**src/rtl/sram_bus_arbiter.sv**
```systemverilog
// Shares one SRAM-like req/addr_ok/data_ok port between the fetch and load/store masters.
// One transaction in flight; data wins ties until fetch has waited STARVE_LIMIT data grants.
module sram_bus_arbiter #(
    parameter int ADDR_W       = 32,
    parameter int DATA_W       = 32,
    parameter int STARVE_LIMIT = 4
) (
    input  logic              clk,
    input  logic              resetn,
    input  logic              inst_req,
    input  logic [ADDR_W-1:0] inst_addr,
    output logic              inst_addr_ok,
    output logic              inst_data_ok,
    output logic [DATA_W-1:0] inst_rdata,
    input  logic              data_req,
    input  logic              data_wr,
    input  logic [1:0]        data_size,
    input  logic [3:0]        data_wstrb,
    input  logic [ADDR_W-1:0] data_addr,
    input  logic [DATA_W-1:0] data_wdata,
    output logic              data_addr_ok,
    output logic              data_data_ok,
    output logic [DATA_W-1:0] data_rdata,
    output logic              bus_req,
    output logic              bus_wr,
    output logic [1:0]        bus_size,
    output logic [3:0]        bus_wstrb,
    output logic [ADDR_W-1:0] bus_addr,
    output logic [DATA_W-1:0] bus_wdata,
    input  logic              bus_addr_ok,
    input  logic              bus_data_ok,
    input  logic [DATA_W-1:0] bus_rdata
);

    // state | meaning
    // IDLE  | no transaction; arbitrate and latch the winner's fields
    // ADDR  | bus_req high, waiting for bus_addr_ok
    // DATA  | address accepted, waiting for bus_data_ok
    typedef enum logic [1:0] {IDLE, ADDR, DATA} state_t;

    localparam int SW_RAW = $clog2(STARVE_LIMIT + 1);
    localparam int SW     = (SW_RAW > 3) ? SW_RAW : 3;
    localparam logic [SW-1:0] LIMIT = SW'(STARVE_LIMIT);

    state_t            state_q, state_d;
    logic              owner_q, owner_d;
    logic [SW-1:0]     streak_q, streak_d;
    logic              bus_wr_q, bus_wr_d;
    logic [1:0]        bus_size_q, bus_size_d;
    logic [3:0]        bus_wstrb_q, bus_wstrb_d;
    logic [ADDR_W-1:0] bus_addr_q, bus_addr_d;
    logic [DATA_W-1:0] bus_wdata_q, bus_wdata_d;
    logic              addr_ok_c, data_ok_c;
    logic              grant_data, grant_inst, rd_valid;

    assign grant_data = data_req && !(inst_req && (streak_q == LIMIT));
    assign grant_inst = inst_req && !grant_data;

    always_ff @(posedge clk or negedge resetn) begin
        if (!resetn) begin
            state_q     <= IDLE;
            owner_q     <= 1'b0;
            streak_q    <= '0;
            bus_wr_q    <= 1'b0;
            bus_size_q  <= 2'd0;
            bus_wstrb_q <= 4'd0;
            bus_addr_q  <= '0;
            bus_wdata_q <= '0;
        end else begin
            state_q     <= state_d;
            owner_q     <= owner_d;
            streak_q    <= streak_d;
            bus_wr_q    <= bus_wr_d;
            bus_size_q  <= bus_size_d;
            bus_wstrb_q <= bus_wstrb_d;
            bus_addr_q  <= bus_addr_d;
            bus_wdata_q <= bus_wdata_d;
        end
    end

    always_comb begin
        state_d     = state_q;
        owner_d     = owner_q;
        streak_d    = streak_q;
        bus_wr_d    = bus_wr_q;
        bus_size_d  = bus_size_q;
        bus_wstrb_d = bus_wstrb_q;
        bus_addr_d  = bus_addr_q;
        bus_wdata_d = bus_wdata_q;
        addr_ok_c   = 1'b0;
        data_ok_c   = 1'b0;
        case (state_q)
            IDLE: begin
                if (grant_data) begin
                    owner_d     = 1'b1;
                    bus_wr_d    = data_wr;
                    bus_size_d  = data_size;
                    bus_wstrb_d = data_wstrb;
                    bus_addr_d  = data_addr;
                    bus_wdata_d = data_wdata;
                    // Only count data grants that actually made fetch wait.
                    if (inst_req)
                        streak_d = (streak_q == LIMIT) ? LIMIT : streak_q + SW'(1);
                    state_d = ADDR;
                end else if (grant_inst) begin
                    owner_d     = 1'b0;
                    bus_wr_d    = 1'b0;
                    bus_size_d  = 2'd2;
                    bus_wstrb_d = 4'd0;
                    bus_addr_d  = inst_addr;
                    bus_wdata_d = '0;
                    streak_d    = '0;
                    state_d     = ADDR;
                end
            end
            ADDR: begin
                if (bus_addr_ok) begin
                    addr_ok_c = 1'b1;
                    if (bus_data_ok) begin
                        data_ok_c = 1'b1;
                        state_d   = IDLE;
                    end else begin
                        state_d = DATA;
                    end
                end
            end
            DATA: begin
                if (bus_data_ok) begin
                    data_ok_c = 1'b1;
                    state_d   = IDLE;
                end
            end
            default: state_d = IDLE;
        endcase
    end

    assign rd_valid     = (state_q != IDLE);
    assign inst_addr_ok = addr_ok_c && !owner_q;
    assign data_addr_ok = addr_ok_c && owner_q;
    assign inst_data_ok = data_ok_c && !owner_q;
    assign data_data_ok = data_ok_c && owner_q;
    assign inst_rdata   = (rd_valid && !owner_q) ? bus_rdata : '0;
    assign data_rdata   = (rd_valid && owner_q) ? bus_rdata : '0;

    assign bus_req   = (state_q == ADDR);
    assign bus_wr    = bus_wr_q;
    assign bus_size  = bus_size_q;
    assign bus_wstrb = bus_wstrb_q;
    assign bus_addr  = bus_addr_q;
    assign bus_wdata = bus_wdata_q;

endmodule

```
**config.mk**
```make
export PLATFORM = sky130hd
export DESIGN_NAME = sram_bus_arbiter
export DESIGN_NICKNAME = d
export VERILOG_FILES = /design/src/rtl/sram_bus_arbiter.sv
export SDC_FILE = /design/constraint.sdc
export NUM_CORES = 1
export LEC_CHECK = 0
export BUFFER_PORTS_ARGS = -buffer_cell sky130_fd_sc_hd__buf_2
export CAP_MARGIN = 10
export CORE_MARGIN = 8
export CORE_UTILIZATION = 42
export CTS_CLUSTER_DIAMETER = 80
export DETAILED_ROUTE_END_ITERATION = 16
export GPL_TIMING_DRIVEN = 0
export HOLD_SLACK_MARGIN = 0.02
export PLACE_DENSITY = 0.82
export RECOVER_POWER = 100
export REMOVE_ABC_BUFFERS = 1
export SLEW_MARGIN = 20
export SYNTH_ARGS = -nofsm -noshare
export SYNTH_HDL_FRONTEND = slang
export SYNTH_SLANG_ARGS = --single-unit
```
**constraint.sdc**
```tcl
create_clock -name clk -period 2.4 [get_ports clk]
set_clock_uncertainty 0.2 [all_clocks]
set_input_delay 0.36 -clock clk [delete_from_list [all_inputs] [get_ports clk]]
set_output_delay 0.36 -clock clk [all_outputs]
set_load 0.01 [all_outputs]
```
==> impl_metrics.tcl <==
set metrics [dict create \
    rows 35 \
    avgSynthCellArea_sq_um 10.3 \
    multiInputGateArea_sq_mm 0.00183 \
    syn_area_sq_mm 0.00402 \
    netlist.area_leader.share_pct 47.9 \
    drt_iter0_markers 371 \
    gp_congestion 0.916 \
    drcViolationCount 0 \
    ant_nets 0 \
    area_growth_pct 38.8 \
    wl_mm 15.0 \
    maxSlewViolCount 0 \
    synthesis.instances 392 \
    max_freq_mhz 424 \
    clock_tree.buffer_depth 2 \
    yosysWarnings 0 \
    overflow 0 \
    die_area_sq_mm 0.0130 \
    antenna_cells 0 \
    yosys.area.top_type "dfrtp_1" \
    power_mw 6.88 \
    cts_num_sinks 77 \
    grt_pass1_wl_mm 22.6 \
    start_kind "flip-flop" \
    path_max_fanout 32 \
    setup_viol 0 \
    synth_top_flop_cell "dfrtp_1" \
    die_x_um 114 \
    h-tree-depth 3 \
    synthArstFlopShare_pct 100 \
    nNetsFinal 806 \
    cell_internal_pwr_mw 3.79 \
    synth_common_cells "dfrtp_1 (77), nand2_1 (70), and2_1 (65), a22o_1 (38), nand4_1 (34)" \
    start_util_pct 43.3 \
    ir_drop_mv 0.658 \
    cts_root_buffer "clkbuf_8" \
    max-slew-margin-rel_pct 38.8 \
    critPathRequiredTime_ns 1.84 \
    pwr-share-clk_pct 12.9 \
    status "finished, final reports clean" \
    hold_class "in2reg" \
    period_needed_ns 2.36 \
    post-route-period-util_pct 98.3 \
    ios 281 \
    powerDensity_mw_per_mm2 1230 \
    grt_use_total_pct 21.8 \
    pwr-share-seq_pct 32.8 \
    grt_max_degree 42 \
    endpoint_kind "primary output" \
    post_drt_wl_per_cell_um 18.9 \
    synth-edff-count 0 \
    die_height_um 114 \
    fillers 848 \
    cts_tree "built" \
    worstMarginPinSlew_ns 0.918 \
    final-seq-area_sq_mm 0.00193 \
    core-area_sq_mm 0.00928 \
    synth_most_common_cell "dfrtp_1" \
    critPathKind "reg2out" \
    cts_buffers 9 \
    seq_area_frac_synth_pct 47.9 \
    netlist_top_cells_area "dfrtp_1 (48%), and2_1 (10%), o211ai_2 (9.3%), a22o_1 (8.3%), nand2_1 (6.5%)" \
    drive_gt1_share_pct 33.5 \
    io_buffers 280 \
    grt_pass1_vias 4305 \
    fin_hold_ws_ns 0.0378 \
    leakagePower_nw 2.72 \
    hpwl_mm 11.2 \
    ys_types 30 \
    drtPass1Iterations 5 \
    vias_per_cell 5.19 \
    netSwitchingFraction_pct 44.9 \
    cp.arrival_ns 1.80 \
    worstSkewPairLatency_ns 0.33 \
    p_switching_mw 3.09 \
    antenna_found_initial 0 \
    maxCapViolations 0 \
    synth-seq-cells 77 \
    clkTransAtPathRegs_ns 0.08 \
    rsz0062_at_grt "true" \
    combPwrFrac_pct 54.3 \
    hold_viol 0 \
    vias 4124 \
]
state kept, by name (all words and copies together) (netlist names):
register / cells
bus_addr: 32
bus_wdata: 32
bus_wstrb: 4
streak_q: 3
bus_size: 2
state_q: 2
bus_wr: 1
owner_q: 1
path summary, 6_finish.rpt:
kind	from	to	slack (ns)	depth (start not counted)
setup / recovery	state_q[1]	inst_rdata[30]	0.04	5
hold / removal	data_wdata[15]	bus_wdata[15]	0.04	2
setup reg to reg	streak_q[0]	bus_addr[0]	0.12	6
hold reg to reg	bus_addr[20]	bus_addr[20]	0.29	2
max in group asynchronous	resetn	bus_addr[5]	0.38	3
min in group asynchronous	resetn	bus_wdata[30]	0.48	2
per-layer routing:
metal / wire length [um] / GRT usage, % / vias up
met5: 0 / 0 / -
met1: 5690 / 23.9 / 1952
li1: - / - / 1926
met4: 269 / 6.48 / 0
met3: 1690 / 9.19 / 24
met2: 7400 / 37.7 / 222
repair_timing:
item                                   CTS  global route
endpoints found under the hold margin   45             0
pin swaps                                0             8
gates cloned                             1             0
setup buffers                            0             0
hold buffers                             8             0
gates resized for setup                  3             9
setup endpoints to repair               64            86
metrics by stage:
stage	std cells	setup TNS (ns)	util [%]	instance area (sq um)	worst slack (ns)
final	794	0	60.1	5580	0.0418
after global routing	794	-2.56	60.1	5580	-0.103
after CTS	794	0	62.5	5800	0.0224
after detailed placement	769	0	59.3	5510	0.0245
after global placement	764	-181.52	57.9	5370	-1.60
after floorplan	355	-38.44	-	3810	-0.380
worst max-delay path: stages, from the launching register on:
cell     delay, ns
dfrtp_1       0.41
inv_2         0.07
ha_4          0.22
nor2_4        0.41
and2_1        0.20
buf_2         0.14
logic make-up after synthesis:
logic type      share of synthesized area, %
compound gates                          19.7
fa+ha+maj                               1.56
buf+inv                                 5.75
flops                                   47.9
mux                                    0.280
simple gates                            24.8
layout by cell type (no fill, tap or decap), types with 2 or more instances in the layout:
cell type / instances
inv_1: 4
dlygate4sd3_1: 8
nand2_1: 70
buf_16: 2
nor2b_4: 2
nand4_1: 34
clkinvlp_4: 2
clkbuf_2: 2
clkbuf_8: 9
nor2_1: 2
ha_1: 4
clkinv_4: 2
o211ai_1: 23
buf_2: 175
o211ai_2: 9
clkbuf_1: 100
and2_4: 2
and2_0: 7
a21oi_1: 3
and2_1: 56
nor3b_1: 2
a22o_1: 38
nor2b_1: 2
dfrtp_1: 77
nor3_1: 3
o21ai_0: 3
buf_6: 4
power by group through the flow:
stage	sequential [mW]	combinational (mW)	clock [mW]
floorplan	2.47	1.88	0
global placement	2.22	3.66	0
detailed placement	2.22	3.95	0
CTS	2.23	4.02	0.922
global route	2.32	4.09	0.979
finish	2.26	3.73	0.889
area by class of cell:
class / instances / area share, %
clock buffers: 9 / 2.22
multi-input cells: 274 / 32.7
well taps: 129 / 2.89
repair buffers: 293 / 26.3
flip-flops and latches: 77 / 34.5
clock inverters: 7 / 1.03
inverters: 5 / 0.336
No activity file was read; power rests on OpenSTA's default activity.
